File: config.mk
export PLATFORM = sky130hd
export DESIGN_NAME = hazard_forward_unit
export DESIGN_NICKNAME = d
export VERILOG_FILES = /design/src/rtl/pipe_pkg.sv /design/src/rtl/fwd_select.sv /design/src/rtl/hazard_forward_unit.sv
export SDC_FILE = /design/constraint.sdc
export NUM_CORES = 1
export LEC_CHECK = 0
export ABC_AREA = 1
export ABC_CLOCK_PERIOD_IN_PS = 1500
export CAP_MARGIN = 40
export CELL_PAD_IN_SITES_DETAIL_PLACEMENT = 0
export CELL_PAD_IN_SITES_GLOBAL_PLACEMENT = 2
export CORE_UTILIZATION = 16
export DETAILED_ROUTE_END_ITERATION = 10
export GPL_ROUTABILITY_DRIVEN = 0
export PLACE_DENSITY_LB_ADDON = 0.05
export SLEW_MARGIN = 20
export SYNTH_ARGS = -nofsm -noshare
export SYNTH_HDL_FRONTEND = slang
export SYNTH_SLANG_ARGS = --single-unit
File: constraint.sdc
create_clock -name clk -period 1.5 [get_ports clk]
set_input_delay 0.225 -clock clk [delete_from_list [all_inputs] [get_ports clk]]
set_output_delay 0.225 -clock clk [all_outputs]
set_load 0.05 [all_outputs]
File: src/rtl/pipe_pkg.sv
// Shared types for the hazard/forwarding unit: scoreboard entry layout,
// captured EX source operands, width defaults and the empty-slot constant.
package pipe_pkg;

    localparam int DATA_W_DEF = 32;
    localparam int REG_AW_DEF = 4;

    // Register numbers are held zero-extended to this width so the entry
    // type does not depend on the top's REG_AW (which must not exceed it).
    localparam int RG_MAX_W = 8;

    typedef logic [RG_MAX_W-1:0] sb_rg_t;

    // One in-flight instruction: does it exist, does it write, where, is it a load.
    typedef struct packed {
        logic   valid;
        logic   we;
        sb_rg_t rg;
        logic   load;
    } sb_entry_t;

    localparam sb_entry_t SB_NOP = '0;

    // Source operands of the instruction sitting in EX.
    typedef struct packed {
        logic   rp_used;
        sb_rg_t rp;
        logic   rs_used;
        sb_rg_t rs;
    } ex_src_t;

    localparam ex_src_t SRC_NONE = '0;

    // True when entry e is a real instruction that will write register r.
    function automatic logic sb_writes(input sb_entry_t e, input sb_rg_t r);
        return e.valid && e.we && (e.rg == r);
    endfunction

endpackage

File: src/rtl/fwd_select.sv
// Priority forwarding match for one EX operand across the post-EX stages.
// The nearest (youngest) producer wins; a load is skipped while its data
// is still in flight (stage index <= LOAD_LAT).
module fwd_select
    import pipe_pkg::*;
#(
    parameter int DATA_W     = DATA_W_DEF,
    parameter int FWD_STAGES = 2,
    parameter int LOAD_LAT   = 1
) (
    input  sb_entry_t [FWD_STAGES-1:0]        post_ex,   // index k-1 = stage k
    input  logic                              src_used,
    input  sb_rg_t                            src_reg,
    input  logic      [FWD_STAGES*DATA_W-1:0] fwd_data,
    output logic                              fwd_en,
    output logic      [DATA_W-1:0]            fwd_value
);

    // Walk from the oldest stage to the youngest so the youngest hit is the last write.
    always_comb begin
        fwd_en    = 1'b0;
        fwd_value = '0;
        for (int k = FWD_STAGES; k >= 1; k--) begin
            if (src_used && sb_writes(post_ex[k-1], src_reg) &&
                !(post_ex[k-1].load && (k <= LOAD_LAT))) begin
                fwd_en    = 1'b1;
                fwd_value = fwd_data[(k-1)*DATA_W +: DATA_W];
            end
        end
    end

endmodule

File: src/rtl/hazard_forward_unit.sv
// Hazard detection and operand forwarding between Decode and Execute.
// Destination registers of in-flight instructions are tracked in an internal
// scoreboard shift pipeline (position 0 = EX, FWD_STAGES = WB).
// Optional build macro HAZARD_PERF_EN adds saturating stall/flush counters.
module hazard_forward_unit
    import pipe_pkg::*;
#(
    parameter int DATA_W     = DATA_W_DEF,
    parameter int REG_AW     = REG_AW_DEF,
    parameter int FWD_STAGES = 2,
    parameter int LOAD_LAT   = 1
) (
    input  logic                         clk,
    input  logic                         rst_n,
    input  logic                         id_valid,
    input  logic [REG_AW-1:0]            id_rp,
    input  logic [REG_AW-1:0]            id_rs,
    input  logic                         id_rp_used,
    input  logic                         id_rs_used,
    input  logic [REG_AW-1:0]            id_rg,
    input  logic                         id_we,
    input  logic                         id_load,
    input  logic                         ex_branch_taken,
    input  logic [FWD_STAGES*DATA_W-1:0] fwd_data,
    output logic                         fwd_a_en,
    output logic                         fwd_b_en,
    output logic [DATA_W-1:0]            fwd_a_data,
    output logic [DATA_W-1:0]            fwd_b_data,
    output logic                         stall_if_id,
    output logic                         bubble_id_ex,
    output logic                         flush_if_id
`ifdef HAZARD_PERF_EN
    ,
    output logic [31:0]                  perf_stalls,
    output logic [31:0]                  perf_flushes
`endif
);

    sb_entry_t sb_q [0:FWD_STAGES];
    sb_entry_t sb_d [0:FWD_STAGES];
    ex_src_t   src_q, src_d;

    sb_entry_t [FWD_STAGES-1:0] post_ex;
    logic                       load_use;
    logic                       kill_id;
    logic                       a_en, b_en;
    logic [DATA_W-1:0]          a_data, b_data;

    // Load-use: a used ID source matches a load whose data is not yet forwardable.
    always_comb begin
        load_use = 1'b0;
        for (int p = 0; p < LOAD_LAT; p++) begin
            if (sb_q[p].load &&
                ((id_rp_used && sb_writes(sb_q[p], sb_rg_t'(id_rp))) ||
                 (id_rs_used && sb_writes(sb_q[p], sb_rg_t'(id_rs))))) begin
                load_use = 1'b1;
            end
        end
        load_use = load_use && id_valid;
    end

    // The ID instruction is kept out of EX on a load-use hazard or a taken branch.
    assign kill_id = load_use || ex_branch_taken;

    // Outputs are forced low while reset is asserted; branch overrides the stall.
    assign stall_if_id  = rst_n && load_use && !ex_branch_taken;
    assign bubble_id_ex = rst_n && kill_id;
    assign flush_if_id  = rst_n && ex_branch_taken;
    assign fwd_a_en     = rst_n && a_en;
    assign fwd_b_en     = rst_n && b_en;
    assign fwd_a_data   = rst_n ? a_data : '0;
    assign fwd_b_data   = rst_n ? b_data : '0;

    // Next scoreboard: shift older entries on, admit the ID instruction unless killed.
    always_comb begin
        sb_d[0] = SB_NOP;
        src_d   = SRC_NONE;
        for (int k = 1; k <= FWD_STAGES; k++) begin
            sb_d[k] = sb_q[k-1];
        end
        if (!kill_id) begin
            sb_d[0].valid = id_valid;
            sb_d[0].we    = id_we;
            sb_d[0].rg    = sb_rg_t'(id_rg);
            sb_d[0].load  = id_load;
            src_d.rp_used = id_valid && id_rp_used;
            src_d.rp      = sb_rg_t'(id_rp);
            src_d.rs_used = id_valid && id_rs_used;
            src_d.rs      = sb_rg_t'(id_rs);
        end
    end

    // Scoreboard and EX source registers.
    always_ff @(posedge clk or negedge rst_n) begin
        if (!rst_n) begin
            for (int k = 0; k <= FWD_STAGES; k++) begin
                sb_q[k] <= SB_NOP;
            end
            src_q <= SRC_NONE;
        end else begin
            for (int k = 0; k <= FWD_STAGES; k++) begin
                sb_q[k] <= sb_d[k];
            end
            src_q <= src_d;
        end
    end

    // Present post-EX positions to the operand selectors (index k-1 = stage k).
    always_comb begin
        for (int k = 1; k <= FWD_STAGES; k++) begin
            post_ex[k-1] = sb_q[k];
        end
    end

    fwd_select #(
        .DATA_W     (DATA_W),
        .FWD_STAGES (FWD_STAGES),
        .LOAD_LAT   (LOAD_LAT)
    ) u_fwd_a (
        .post_ex   (post_ex),
        .src_used  (src_q.rp_used),
        .src_reg   (src_q.rp),
        .fwd_data  (fwd_data),
        .fwd_en    (a_en),
        .fwd_value (a_data)
    );

    fwd_select #(
        .DATA_W     (DATA_W),
        .FWD_STAGES (FWD_STAGES),
        .LOAD_LAT   (LOAD_LAT)
    ) u_fwd_b (
        .post_ex   (post_ex),
        .src_used  (src_q.rs_used),
        .src_reg   (src_q.rs),
        .fwd_data  (fwd_data),
        .fwd_en    (b_en),
        .fwd_value (b_data)
    );

`ifdef HAZARD_PERF_EN
    logic [31:0] perf_stalls_q, perf_stalls_d;
    logic [31:0] perf_flushes_q, perf_flushes_d;

    // Saturating event counts of stall and flush cycles.
    always_comb begin
        perf_stalls_d  = perf_stalls_q;
        perf_flushes_d = perf_flushes_q;
        if (stall_if_id && (perf_stalls_q != '1)) begin
            perf_stalls_d = perf_stalls_q + 32'd1;
        end
        if (flush_if_id && (perf_flushes_q != '1)) begin
            perf_flushes_d = perf_flushes_q + 32'd1;
        end
    end

    // Counter registers.
    always_ff @(posedge clk or negedge rst_n) begin
        if (!rst_n) begin
            perf_stalls_q  <= '0;
            perf_flushes_q <= '0;
        end else begin
            perf_stalls_q  <= perf_stalls_d;
            perf_flushes_q <= perf_flushes_d;
        end
    end

    assign perf_stalls  = perf_stalls_q;
    assign perf_flushes = perf_flushes_q;
`endif

endmodule

; Word-level counts from Yosys, hierarchy flattened
; Index checks and enable logic that the tools add are counted.
[classes]
eq_ne = 6
reduce_logical = 31
n_mux = 13
[op_table]
columns = cell, count
row1 = 32-bit 2-to-1 mux, 6
row2 = 8-bit == test, 4
row3 = 1-bit logical AND, 27
row4 = 18-bit 2-to-1 mux, 1
row5 = 8-bit by 4-bit == test with 1-bit output, 2
row6 = 11-bit 2-to-1 mux, 1
row7 = 1-bit 2-to-1 mux, 5
row8 = 1-bit zero test, 2
row9 = 1-bit logical OR, 2
[totals]
inputBits = 84
word_cells = 65
ff_bits = 50
output_inout_bits = 69

; Depth between registers and ports, before layout
; Gate-level depths: netlist of the first run.
[logic_depth]
ltp_word = 9
mapped_depth = 10
ltp_nobuf = 9

; By module
; A second synthesis of the first run with hierarchy kept.
[hier_totals]
cells_unflattened = 611
hier_area_um2 = 3941.3
[by_module_without_submodules]
columns = mod, n_inst, cells_each, area_each_um2, seq_area_each_um2
row1 = fwd_select, 2, 181, 1154.9, 0.0
row2 = hazard_forward_unit, 1, 249, 1631.6, 775.7

; Least setup slack after synthesis of the first run
; OpenSTA, ideal clock, no wires.
[synth_path]
kind = register to output
from = reg sb_q, in the netlist post_ex[3]
to = out fwd_a_data[22]
path_buffers = 1
slack_ns = -0.582
path_stages_with_launch = 8
arrival_ns = 1.857
required_ns = 1.275
path_cell_list = dfrtp_1 xor2_1 nor2_2 nand3_2 nand2_1 nand2_2 buf_6 nor2_1
[synth_between]
elab_chain_cells = 6
[synth_rtl]
columns = element, line_no
row1 = "start, declared", hazard_forward_unit.sv:39  ; sb_entry_t sb_q [0:FWD_STAGES];
row2 = "start signal, assigned by index", hazard_forward_unit.sv:102  ; sb_q[k] <= sb_d[k];
row3 = 8-bit == test, pipe_pkg.sv:36  ; return e.valid && e.we && (e.rg == r);
row4 = 1-bit logical AND, pipe_pkg.sv:36
row5 = 1-bit logical AND (2 in a row), fwd_select.sv:24  ; if (src_used && sb_writes(post_ex[k-1], src_reg) &&
row6 = 32-bit 2-to-1 mux, fwd_select.sv:24
row7 = 32-bit 2-to-1 mux, hazard_forward_unit.sv:71  ; assign fwd_a_data = rst_n ? a_data : '0;
row8 = "end, declared", hazard_forward_unit.sv:27  ; output logic [DATA_W-1:0] fwd_a_data,
; No other way between the ends.

; Worst setup path in the final report of the first run
[layout_path]
from = reg src_q[10] (netlist name)
to = out fwd_a_data[12]
[layout_between]
elab_chain_cells = 6
elab_cells_between_ends = 10
cone_classes = 2 x eq/ne / 3 x mux / 5 x reduce/logical
[layout_rtl]
columns = element, line_no
row1 = "start, declared", hazard_forward_unit.sv:41  ; ex_src_t src_q, src_d;
row2 = "start signal, assigned", hazard_forward_unit.sv:104  ; src_q <= src_d;
row3 = 8-bit == test, pipe_pkg.sv:36
row4 = 1-bit logical AND, pipe_pkg.sv:36
row5 = 1-bit logical AND, fwd_select.sv:24
row6 = 32-bit 2-to-1 mux / 1-bit logical AND (equally long branches), fwd_select.sv:24
row7 = 32-bit 2-to-1 mux *, fwd_select.sv:24
row8 = 32-bit 2-to-1 mux *, hazard_forward_unit.sv:71
; Every way passes the cells marked *; elsewhere a longest branch is shown, timed or not.

==> results of run 1 <==
layout make-up:
class	instances	area, um2	share of cell area, %
timing repair buffer	206	2900	42.9
multi-input combinational	367	2300	34.0
sequential	30	757	11.2
inverter	99	389	5.75
tap	225	282	4.16
clock buffer	5	125	1.85
clock inverter	2	10.0	0.148
cells by family after synthesis:
logic type | count (synthesis) | synth area share [%]
simple gates | 351 | 51.6
compound gates | 6 | 1.10
flops | 30 | 26.4
buf+inv | 127 | 17.8
xor+xnor | 10 | 3.07
timing repair:
action,4_1_cts,5_1_grt
gates resized for setup,48,35
gates cloned,2,2
endpoints found under the hold margin,0,0
endpoints found under the setup margin,69,85
pin swaps,25,21
buffers inserted,5,2
worst max-delay path, cell delays in order (launching register included):
cell and delay [ns]:
dfrtp_2 0.43, buf_6 0.13, xor2_2 0.13, nor2_1 0.11
nand3_1 0.11, nand2_4 0.11, nand2_8 0.10, buf_12 0.18
nor2_4 0.13, buf_12 0.14
worst max path at each step:
stage | to | cells after the start | start | slack, ns
after floorplan | fwd_a_data[10] | 7 | post_ex[4]$_DFF_PN0_ | -0.28
after global placement | fwd_b_data[1] | 8 | post_ex[3]$_DFF_PN0_ | -0.62
after detailed placement | fwd_b_data[16] | 7 | post_ex[2]$_DFF_PN0_ | -0.43
after CTS | fwd_b_data[6] | 11 | post_ex[4]$_DFF_PN0_ | -0.62
after global routing | fwd_b_data[4] | 10 | post_ex[4]$_DFF_PN0_ | -0.71
final | fwd_a_data[12] | 9 | src_q[10]$_DFF_PN0_ | -0.59
state kept, by name, indices dropped and copies added (netlist names):
register,cells
post_ex,13
sb_d,7
src_q,10
power by group through the flow:
stage | combinational (mW) | clock [mW] | sequential, mW
floorplan | 0.379 | 0 | 0.891
global placement | 0.839 | 0 | 0.900
detailed placement | 0.859 | 0 | 0.901
CTS | 0.914 | 0.938 | 0.889
global route | 1.01 | 0.972 | 0.900
finish | 0.917 | 0.903 | 0.894
per-layer routing:
layer	vias to the layer above	global-route usage, %	routed length (um)
met5	-	0	0
met4	0	2.06	40
met3	4	1.42	515
met2	99	25.3	6470
met1	1690	19.1	5860
li1	1937	-	-
layout by cell type, fill, tap and decap left out, types with 2 or more instances in the layout:
master / instances
inv_2: 7
nor2_1: 28
xnor2_1: 4
dlygate4sd2_1: 4
nand3_1: 37
dlymetal6s2s_1: 2
clkbuf_16: 7
nor2_2: 2
nand2_4: 3
nor2_4: 72
xor2_1: 4
nand4_1: 33
nand2_8: 2
o21ai_0: 2
buf_12: 78
nand3_2: 3
clkdlybuf4s50_1: 77
inv_1: 90
o21ai_1: 2
nand2_2: 32
buf_4: 29
xor2_2: 2
nand2_1: 137
dfrtp_2: 5
dfrtp_1: 25
clkinv_2: 2
buf_6: 9
buf_16: 5
metrics by stage:
step / total power, mW / setup WS (ns) / std cells
CTS: 2.74 / -0.618 / 930
floorplan: 1.27 / -0.277 / 524
global route: 2.88 / -0.709 / 934
global placement: 1.74 / -0.625 / 915
detailed placement: 1.76 / -0.427 / 916
finish: 2.71 / -0.586 / 934
==> results.toml, run 1 <==
[detailed_routing]
antenna_left = 0
dr.first_iter.drc_count = 99
wl_per_cell_um = 13.8
drt_pre_antenna_iters = 4
drt-total-wl_um = 12900
vias_per_cell = 3.99
drc_errors = 0
vias = 3730

[synthesis]
synth-edff-count = 0
synth_area_leaders = "dfrtp_1, nand2_1, nor2_1, inv_1, nand4_1"
synth_flop_cell = "dfrtp_1"
ys_warn_count = 0
synthCells = 524
yosysMostFrequentCell = "nand2_1"
synth-seq-cells = 30
avgSynthCellArea_um2 = 5.44
yosysSeqAreaShare_pct = 26.4
synth_fp_nets = 608
post-synth-top-area-cell = "dfrtp_1"
synth.top_cell.area_share_pct = 26.4
synth_commonest_cells = "nand2_1, nor2_1, inv_1, nand3_1, nand4_1"
ys_types = 22
synth_async_sr_flop_share_pct = 100
syn_area_um2 = 2850

[sta]
rsz0062_at_grt = "yes"
period_share_pct = 139
finalHoldViolCount = 0
fmax_ghz = 0.479
setup_viol = 68
tightest_slew_ns = 0.331
slew_violations = 0
finalSetupTns_ns = -36.77
relSlewSlack_pct = 77.9
timing.hold.ws_ns = 0.0321
skew_ns = 0.00239
fin_crit_ns = 2.09
fin_ws_ns = -0.586

[final_layout]
antenna_cells = 0
nFillCells = 1776
final_area_um2 = 6760
area_growth_pct = 137
drive_gt1_share_pct = 37.0
fin_nets = 793
fin_util_pct = 39.0

[critical_path]
reg2reg_slack_ns = 0.17
crit_fanout = 8
crit_type = "flip-flop to output port"
r2r_cells = 10
worstPathArrival_ns = 1.86
endpoint_kind = "output port"
r2r-start = "sb_d[15]$_DFF_PN0_"
start_kind = "flip-flop"
rr_endpoint = "src_q[10]$_DFF_PN0_"
required_ns = 1.27

[cts]
clk_pin_slew_ns = 0.05
cts_sinks = 30
cts_hold_buf = 0
cts_max_level = 2
tritoncts = "done"
clk_latency_ns = 0.26
ctsRootBufferMaster = "clkbuf_16"
cts_made_buffers = 5
clock_path_buffers = 2

[place]
hpwl_um = 9440
place_area_um2 = 6220
io_buffers = 152

[pwr]
ir_drop_uv = 358
swShare_pct = 30.0
cellLeakagePower_nw = 3.18
p_switching_uw = 814
pwr-share-seq_pct = 32.9
p_per_area_nw_per_um2 = 401
pwr-share-clk_pct = 33.3
comb_power_share_pct = 33.8
power.internal_mw = 1.90

[status]
violations = "negative setup slack"
status = "finished, violations left"

[floorplan]
fp.dieH_um = 135
start_util_pct = 16.4
pin_count = 153
fp-row-count = 48
die_x_um = 135
die-area_um2 = 18300
fp.coreArea_um2 = 17400

[grt]
gr-usage-all-layers_pct = 14.3
grt_max_degree = 33
antenna_found_initial = 0
grt_pass1_wl_um = 20500
grt_pass1_vias = 3779
grt_overflow = 0

[job]
max_cap_violations = 0

[min_path]
hp-class = "input pin to asynchronous set/reset pin"
Note: power is estimated with default switching activity, not from simulation.
==> run 2: changes to the inputs <==
- GPL_TIMING_DRIVEN: default -> 1
==> results of run 2 <==
Same layout as run 1: the final DEF is identical, and so are final timing and power.
